<file path="src/rtl/iterative_alu.sv">
// Execute-stage ALU: AND/OR/ADD/SUB/XOR finish in one cycle, SRA shifts one bit per cycle.
// Valid/ready on both sides; the result is held in DONE until the consumer takes it.
module iterative_alu #(
  parameter int WIDTH   = 32,
  parameter int SHAMT_W = 5
) (
  input  logic               clk,
  input  logic               rst,
  input  logic               in_valid,
  output logic               in_ready,
  input  logic [3:0]         aluctrl,
  input  logic [WIDTH-1:0]   op_a,
  input  logic [WIDTH-1:0]   op_b,
  output logic               out_valid,
  input  logic               out_ready,
  output logic [WIDTH-1:0]   result,
  output logic               zero
);

  typedef enum logic [1:0] {IDLE, SHIFT, DONE} state_t;

  localparam logic [3:0] OP_AND = 4'b0000;
  localparam logic [3:0] OP_OR  = 4'b0001;
  localparam logic [3:0] OP_ADD = 4'b0010;
  localparam logic [3:0] OP_SUB = 4'b0110;
  localparam logic [3:0] OP_XOR = 4'b1111;
  localparam logic [3:0] OP_SRA = 4'b1110;

  state_t                    state_q, state_d;
  logic signed [WIDTH-1:0]   result_q, result_d;
  logic [SHAMT_W-1:0]        cnt_q, cnt_d;
  logic [SHAMT_W-1:0]        shamt;

  // Single-cycle operations; unknown codes produce zero.
  function automatic logic signed [WIDTH-1:0] alu_op(
    input logic [3:0]              ctrl,
    input logic signed [WIDTH-1:0] a,
    input logic signed [WIDTH-1:0] b
  );
    case (ctrl)
      OP_AND:  alu_op = a & b;
      OP_OR:   alu_op = a | b;
      OP_ADD:  alu_op = a + b;
      OP_SUB:  alu_op = a - b;
      OP_XOR:  alu_op = a ^ b;
      OP_SRA:  alu_op = a;
      default: alu_op = '0;
    endcase
  endfunction

  assign shamt = op_b[SHAMT_W-1:0];

  always_comb begin
    state_d  = state_q;
    result_d = result_q;
    cnt_d    = cnt_q;
    case (state_q)
      IDLE: begin
        if (in_valid) begin
          if (aluctrl == OP_SRA && shamt != '0) begin
            result_d = op_a;
            cnt_d    = shamt;
            state_d  = SHIFT;
          end else begin
            result_d = alu_op(aluctrl, op_a, op_b);
            state_d  = DONE;
          end
        end
      end
      SHIFT: begin
        result_d = result_q >>> 1;
        cnt_d    = cnt_q - SHAMT_W'(1);
        if (cnt_q == SHAMT_W'(1)) state_d = DONE;
      end
      DONE: begin
        if (out_ready) state_d = IDLE;
      end
      default: state_d = IDLE;
    endcase
  end

  // Reset also clears the result so an abandoned shift never leaks out.
  always_ff @(posedge clk or posedge rst) begin
    if (rst) begin
      state_q  <= IDLE;
      result_q <= '0;
      cnt_q    <= '0;
    end else begin
      state_q  <= state_d;
      result_q <= result_d;
      cnt_q    <= cnt_d;
    end
  end

  assign in_ready  = (state_q == IDLE);
  assign out_valid = (state_q == DONE);
  assign result    = result_q;
  assign zero      = (result_q == '0);

endmodule
</file>
<file path="config.mk">
export PLATFORM = sky130hd
export DESIGN_NAME = iterative_alu
export DESIGN_NICKNAME = d
export VERILOG_FILES = /design/src/rtl/iterative_alu.sv
export SDC_FILE = /design/constraint.sdc
export NUM_CORES = 1
export LEC_CHECK = 0
export BUFFER_PORTS_ARGS = -buffer_cell sky130_fd_sc_hd__buf_2
export CORE_UTILIZATION = 55
export DETAILED_ROUTE_END_ITERATION = 12
export PLACE_DENSITY = 0.78
export SYNTH_ARGS = -nofsm -noshare
export SYNTH_HDL_FRONTEND = slang
export SYNTH_SLANG_ARGS = --single-unit
</file>
<file path="constraint.sdc">
create_clock -name clk -period 3.9 [get_ports clk]
set_input_delay 0.195 -clock clk [delete_from_list [all_inputs] [get_ports clk]]
set_output_delay 0.195 -clock clk [all_outputs]
set_load 0.1 [all_outputs]
</file>
# == Word-level counts from Yosys, hierarchy flattened ==
# Cells that the tools add are included.
# classes
n_reduce_logical,10
n_addsub,3
n_bitwise,4
n_mul,0
shifts,0
n_lt_le_gt_ge,0
n_div,0
n_mux,12
n_eq_ne,12
# op_table
op,count
32-bit one-hot mux with 6 select lines,1
32-bit 2-to-1 mux,2
32-bit one-hot mux with 2 select lines,1
32-bit adder,1
32-bit bitwise AND,1
32-bit logical NOT,1
32-bit bitwise OR,1
32-bit subtractor,1
32-bit XOR,1
5-bit 2-to-1 mux,2
5-bit one-hot mux with 2 select lines,1
3-bit AND reduction,3
"4-bit == test, second input constant",2
2-bit 2-to-1 mux,4
2-bit one-hot mux with 3 select lines,1
"5-bit by 1-bit == test with 1-bit output, second input constant",1
5-bit nonzero test,1
"5-bit by 1-bit subtractor with 5-bit output, second input constant",1
"4-bit by 1-bit == test with 1-bit output, second input constant",1
"4-bit by 2-bit == test with 1-bit output, second input constant",1
"4-bit by 3-bit == test with 1-bit output, second input constant",1
4-bit logical NOT,1
"2-bit by 1-bit inequality test with 1-bit output, second input constant",2
"2-bit inequality test, second input constant",2
other kinds (7),7
# word_totals
wordCells,45
latch_bits,0
out_inout_bits,35
reg_bits,39
romBits,0
ramBits,0
n_memories,0

# == Longest topological paths before layout ==
# Gate-level depths: netlist of the first run.
# logic_depth
depth_word,5
mapped_depth,19
depth_no_buf,18

# == Least setup slack after synthesis of the first run ==
# Ideal clock, no wire load.
# synth_timing
path_kind,in2reg
start,input port op_b[2]
end,"register result_q[31], in the netlist result[31]"
slack_ns,0.381
required_time_ns,3.774
arrival_time_ns,3.393
path_buffers,1
cell_stages,16
path_cell_list,or4_4 nor2_1 nand2_1 nor3_2 a31o_2 o21ai_1 a21oi_1 xnor2_1 ha_1 clkbuf_1 a21o_1 a21oi_1 and3_1 a211oi_1 a2111oi_2 a311o_1
# synth_via
elab_chain_cells,5
# synth_lines
item,line_no,source
"start, declared",13,"input logic [WIDTH-1:0] op_b,"
"32-bit subtractor, or another cell as far along",44,OP_SUB: alu_op = a - b;
32-bit one-hot mux with 6 select lines or 1-bit logical AND (tied branches),"40, 60",
32-bit 2-to-1 mux *,60,if (aluctrl == OP_SRA && shamt != '0) begin
32-bit 2-to-1 mux *,59,if (in_valid) begin
32-bit one-hot mux with 2 select lines *,57,case (state_q)
"end signal, assigned",90,result_q <= result_d;
"end, declared",30,"logic signed [WIDTH-1:0] result_q, result_d;"
# Mark *: on every way between the ends. The rest lies on a longest branch, timed or not. The select of a mux whose other input is x is not followed.
# A chain may end at the register's enable or synchronous reset.

# == Worst setup path in the final report of the first run ==
# layout_timing
start,input port op_b[3]
end,"register result_q[29], in the netlist result[29]"
# Same word-level chain as after synthesis.

==> results of run 1 <==
==> logic make-up (layout without fill, tap and decap cells) <==
family	count (synthesis)	after routing	synth area share
AOI/OAI and AO/OA	306	306	0.306
and+or+nand+nor	255	255	0.199
xor gates and xnor gates	51	51	0.0719
adders and majority gates	100	100	0.194
DFF	39	39	0.151
muxes	3	3	0.00464
buffers and inverters	127	235	0.0738
==> cells in the final DEF (no fill, tap or decap), drive strengths merged, types with 29 or more instances in the layout <==
cell	instances
nor2	60
a21oi	86
a221oi	29
buf	146
nand2	77
inv	80
o21ai	84
xnor2	40
ha	99
dfrtp	39
==> worst min-delay path, cell delays in order <==
cell,delay [ns]
buf_2,0.10
inv_1,0.04
buf_4,0.42
==> registers in the layout, indices dropped and copies added, names as in the netlist <==
| register | cells |
|---|---|
| result | 32 |
| cnt_q | 5 |
| state_q | 2 |
==> report_power, final <==
part / internal, mW / total, mW / switching [mW]
logic: 0.528 / 2.19 / 1.66
clock network: 0.301 / 0.465 / 0.164
registers: 0.555 / 0.755 / 0.201
==> layout make-up <==
| type | count | area, sq um |
|---|---|---|
| fillers | 1043 | 3950 |
| inverters | 81 | 304 |
| multi-input cells | 715 | 5060 |
| clock inverters | 3 | 43.8 |
| well taps | 143 | 179 |
| clock buffers | 5 | 125 |
| flip-flops and latches | 39 | 976 |
| repair buffers | 146 | 831 |
==> how the worst max path moves through the flow <==
| stage | start | to | slack [ns] | depth (start not counted) |
|---|---|---|---|---|
| 2_1_floorplan | op_b[2] | result[31]$_DFFE_PP0P_ | 0.38 | 16 |
| 3_3_place_gp | op_b[3] | result[31]$_DFFE_PP0P_ | 0.08 | 17 |
| 3_5_place_dp | op_b[3] | result[31]$_DFFE_PP0P_ | 0.009 | 17 |
| 4_1_cts | op_b[3] | result[31]$_DFFE_PP0P_ | 0.30 | 17 |
| 5_1_grt | op_b[3] | result[29]$_DFFE_PP0P_ | 0.01 | 17 |
| 6_report | op_b[3] | result[29]$_DFFE_PP0P_ | 0.27 | 17 |
==> metrics by stage <==
stage	utilization	hold WS, ns	setup slack, ns
after floorplan	-	0.376	0.381
after global placement	0.640	0.335	0.0833
after detailed placement	0.640	0.337	0.00855
after CTS	0.654	0.0361	0.299
after global routing	0.655	0.0728	0.0102
final	0.655	0.0167	0.269
==> layer usage <==
layer / vias up / GRT usage / wire [microns]
met5: - / 0 / 0
met4: 0 / 0.0924 / 557
met3: 55 / 0.0384 / 1960
met2: 390 / 0.520 / 8770
met1: 3339 / 0.492 / 9390
li1: 3438 / - / -
==> metrics.md, run 1 <==
| Metric | Value |
|---|---|
| CTS Hold Bufs | 0 |
| Port Buffers | approximately 110 |
| FFs w/ async S/R, synth | 1.00 |
| Cells after synthesis | about 880 |
| CTS sink cnt | 39 |
| Max Clock Freq | approximately 0.28 GHz |
| Max-slew violations | 0 |
| CTS buffer count | 5 |
| DRC viols | 0 |
| CTS clk-pin slew, worst paths | ~0.06 ns |
| CTS Buffer Depth | 2 |
| WL final | 20,700 microns |
| CTS tree | built |
| Starting Density | 0.565 |
| RSZ-0062 raised after global routing | false |
| Seq/Total Area, Yosys | 0.151 |
| GR Util All Layers | 0.336 |
| Period utilization | 0.931 |
| ANT nets after route | 0 |
| Total grt overflow | 0 |
| Critical Path Fanout Max | 5 |
| CP Cell Sequence | buf_2 -> or4_4 -> nor2_1 -> nand2_1 -> nor3_2 -> a31o_2 -> o21ai_1 -> xnor2_1 -> ha_1 -> a21o_1 -> a21o_1 -> a21oi_1 -> nor2b_1 -> o41ai_1 -> o31ai_1 -> xnor2_1 -> o41ai_1 |
| Hold Path Class | in -> async |
| Top cell type by total area after synthesis | ha_1 |
| Worst EP required | roughly 4.1 ns |
| Setup-failing EPs final | 0 |
| Final Critical Period | approximately 3.6 ns |
| Post-route cell area | 7510 sq um |
| Die Ht | about 110 microns |
| Slew HR | 0.350 |
| Die ar. | ~12,000 sq um |
| Power Total | between 3 and 4 mW |
| Setup TNS | 0 ns |
| Synth top area share | 0.191 |
| Final #Nets | 1,160 |
| Worst setup SP type | input pin |
| Post-CTS Setup Bufs | 0 |
| Max_cap viols | 0 |
| Cell Area, Synth | 6480 sq um |
| Vias/cell | approximately 6.4 |
| Core ar. | approximately 11,000 sq um |
| Yosys warning count | 0 |
| Share of cells above drive strength 1 | 0.178 |
| Cts repair resizes | 0 |
| Initial DRC Count | 773 |
| ANT cells | 0 |
| Largest net degree at the start of global routing | 40 |
| CP max stage cell | or4_4 |
| Seq cells post-synth | 39 |
| Worst path top cell family by delay | compound AO/OA/AOI/OAI gates |
| Area growth, synth to finish | 16.0% |
| Reg-to-reg endpoint | result[23]$_DFFE_PP0P_ |
| First-pass GRT wire length | around 33,000 microns |
| Top cells by area, synth | ha_1 19%, dfrtp_1 15%, a21oi_1 6.6% |
| Slew at the pin with the worst max-slew slack | around 0.97 ns |
| Placed cell area | 7330 sq um |
| Cells on worst reg2reg path | 6 |
| Routability congestion estimate from global placement | 0.979 |
| R2R Path Start | state_q[1]$_DFFE_PP0P_ |
| Via count | slightly above 7,000 |
| H-tree levels | 2 |
| Vias in the first global route | approximately 6,500 |
| Critical path arrival | roughly 3.8 ns |
| Leakage | around 3.6 nW |
| IO Pins | about 110 |
| R2R Setup Slk | 1.35 ns |
| # placed instances | between 1,000 and 1,500 |
| Pwr/cell area | 453 nW/um^2 |
| Worst skew pair latency | around 0.28 ns |
| Biggest cell delay along the critical path | between 0.5 and 0.6 ns |
| Status | completed |
| Ys flop type | dfrtp_1 |
| Worst clock skew | 0.00632 ns |
| Mean Syn Cell Area | approximately 7.4 sq um |
| Post-synth EDFFs | 0 |
| Post-Layout Cell Count | approximately 1,100 |
| Critical setup path kind | in -> reg |
| Count of different cell masters after synthesis | slightly below 70 |
| Row Count | 39 |
| Synth cell count leaders | 99 x ha_1, 85 x a21oi_1, 81 x o21ai_0, 80 x inv_1, 77 x nand2_1 |
| Die width | ~110 microns |
| Cell with the most instances after synthesis | ha_1 |
| Placed wire-length estimate | roughly 16,000 microns |
| Hold Vio Cnt, Final | 0 |
| Crit path capture type | register |
| Drt pass-1 iters | 6 |
| Syn_nets | 1,053 |
| Routed len/inst | roughly 18 microns |
| CTS root buf | clkbuf_16 |
| WP buf/inv | 1 |
| Antenna violations before repair | 0 |
| Worst VDD drop | a little under 0.0009 V |
(Power assumes the default switching activity.)
==> run 2: changes to the inputs <==
--- a/config.mk
+++ b/config.mk
@@ -6,9 +6,11 @@
 export NUM_CORES = 1
 export LEC_CHECK = 0
 export BUFFER_PORTS_ARGS = -buffer_cell sky130_fd_sc_hd__buf_2
-export CORE_UTILIZATION = 55
+export CELL_PAD_IN_SITES_DETAIL_PLACEMENT = 1
+export CELL_PAD_IN_SITES_GLOBAL_PLACEMENT = 2
+export CORE_UTILIZATION = 33
 export DETAILED_ROUTE_END_ITERATION = 12
-export PLACE_DENSITY = 0.78
+export PLACE_DENSITY = 0.92
 export SYNTH_ARGS = -nofsm -noshare
 export SYNTH_HDL_FRONTEND = slang
 export SYNTH_SLANG_ARGS = --single-unit
==> constraint.sdc (replaced) <==
create_clock -name clk -period 3.5 [get_ports clk]
set_input_delay 0.175 -clock clk [delete_from_list [all_inputs] [get_ports clk]]
set_output_delay 0.175 -clock clk [all_outputs]
set_load 0.1 [all_outputs]
==> run 2 against run 1 <==
Effect of this change:
- hold slack improved by 0.0014 ns
- critical path depth unchanged
- clock power increased by 3%
- routed wire length increased by 39%
- highest routed layer unchanged
- final cell count increased by 20%
- sequential power increased by 16%
- via count increased by 10%
- first-iteration DRC count decreased by 35%
- count of clock-buffer cells in the layout unchanged
- largest cell class unchanged
==> metrics.md, run 2 (synthesized netlist as in run 1, its figures left out) <==
| Metric | Value |
|---|---|
| Slew at the pin with the worst max-slew slack | 1.01 ns |
| CTS root buf | clkbuf_16 |
| WL final | between 20,000 and 30,000 microns |
| Worst EP required | around 3.7 ns |
| Placed wire-length estimate | around 22,000 microns |
| Critical Path Fanout Max | 3 |
| GR Util All Layers | 0.276 |
| Worst VDD drop | 0.000640 V |
| Status | completed |
| Slew HR | 0.321 |
| CTS Hold Bufs | 0 |
| Share of cells above drive strength 1 | 0.307 |
| Worst skew pair latency | 0.30 ns |
| Max-slew violations | 0 |
| Critical path arrival | between 3 and 4 ns |
| H-tree levels | 2 |
| CTS tree | built |
| Setup TNS | 0 ns |
| Port Buffers | roughly 110 |
| Max_cap viols | 0 |
| Antenna violations before repair | 1 |
| Die width | 142 microns |
| Via count | 7,957 |
| Most frequent cells in the layout | 142 x buf_4, 104 x buf_2, 95 x ha_1 |
| Max FFs per register | 32 |
| Hold Vio Cnt, Final | 0 |
| CTS clk-pin slew, worst paths | ~0.07 ns |
| Drt pass-1 iters | 5 |
| Worst clock skew | ~0.013 ns |
| Largest net degree at the start of global routing | 40 |
| CTS Buffer Depth | 2 |
| CTS buffer count | 5 |
| Starting Density | 0.342 |
| Vias/cell | just under 6 |
| Vias in the first global route | 8,048 |
| Power Total | 4.11 mW |
| Hold Path Class | in -> async |
| First-pass GRT wire length | between 40,000 and 50,000 microns |
| Routed len/inst | roughly 21 microns |
| Filler Cells Inserted | between 2,000 and 2,500 |
| Die Ht | about 140 microns |
| Placed cell area | approximately 8000 sq um |
| ANT cells | 0 |
| DRC viols | 0 |
| Total grt overflow | 0 |
| RSZ-0062 raised after global routing | true |
| ANT nets after route | 0 |
| Leakage | between 4 and 5 nW |
| Cells on worst reg2reg path | 6 |
| Die ar. | 20,200 sq um |
| Crit path capture type | register |
| Post-route cell area | ~8800 sq um |
| Max Clock Freq | 0.289 GHz |
| Period utilization | 0.990 |
| Pwr/cell area | 465 nW/um^2 |
| Most common cell after layout, fill and taps aside | buf_4 |
| Routability congestion estimate from global placement | about 0.9 |
| Critical setup path kind | in -> reg |
| Final Critical Period | between 3 and 4 ns |
| Core ar. | about 19,000 sq um |
| IO Pins | approximately 110 |
| CTS sink cnt | 39 |
| Worst setup SP type | input pin |
| Setup-failing EPs final | 0 |
| Final #Nets | 1,271 |
| Initial DRC Count | 500 |
| Row Count | 50 |
| Area growth, synth to finish | 36.4% |
## run 2: cell types whose count changed in the layout (fill, tap and decap cells not counted), sizes merged
cell,delta
buf,+111
bufinv,-1
clkinvlp,+1
## run 2: critical path, cell delays in order
cell	delay, ns
buf_6	0.09
or4_4	0.57
buf_6	0.15
nor4_4	0.30
buf_4	0.20
a21oi_2	0.05
xnor2_1	0.13
ha_1	0.34
buf_6	0.12
nand2_4	0.04
or4_4	0.49
o21ai_4	0.15
buf_6	0.13
o21a_4	0.17
a31oi_4	0.09
xor2_1	0.15
o41ai_1	0.26
## run 2: through the flow
stage / hold WS [ns] / setup WS [ns] / utilization / instances
floorplan: 0.356 / 0.000606 / - / 881
global placement: 0.337 / -0.399 / 0.433 / 1335
detailed placement: 0.343 / -0.480 / 0.433 / 1335
CTS: 0.0336 / 0.00350 / 0.450 / 1348
global route: 0.0630 / -0.0781 / 0.466 / 1360
finish: 0.0180 / 0.0362 / 0.466 / 1360
## run 2: routing by layer
metal / vias up / track usage / routed length, microns
met5: - / 0 / 0
li1: 3660 / - / -
met4: 0 / 0.0713 / 871
met1: 3934 / 0.365 / 12600
met2: 295 / 0.477 / 13800
met3: 68 / 0.0299 / 1650
## run 2: where the power goes
group	internal [mW]	switching, mW	total [mW]
Combinational	0.758	2.00	2.76
Clock	0.267	0.210	0.477
Sequential	0.617	0.256	0.873
Total	1.64	2.47	4.11
## run 2: repair_timing
item	in CTS	in global routing
pin swaps	17	51
setup buffers	5	12
resized for setup	29	63
setup endpoints to repair	8	14
## run 2: final cells by class
class	count	area [sq um]	share of cell area
multi-input cells	715	5360	0.607
flip-flops and latches	39	976	0.110
well taps	260	325	0.0368
inverters	81	304	0.0344
clock inverters	3	25.0	0.00283
repair buffers	257	1720	0.195
clock buffers	5	125	0.0142
## run 2: path summary, 6_finish.rpt
check	start	to	slack [ns]
setup / recovery	op_b[3]	result[24]$_DFFE_PP0P_	0.04
hold / removal	rst	cnt_q[3]$_DFFE_PP0P_	0.02
setup reg to reg	state_q[1]$_DFFE_PP0P_	result[25]$_DFFE_PP0P_	1.13
hold reg to reg	result[0]$_DFFE_PP0P_	result[0]$_DFFE_PP0P_	0.51
max in group asynchronous	rst	result[20]$_DFFE_PP0P_	3.10
min in group clk	out_ready	state_q[1]$_DFFE_PP0P_	0.20
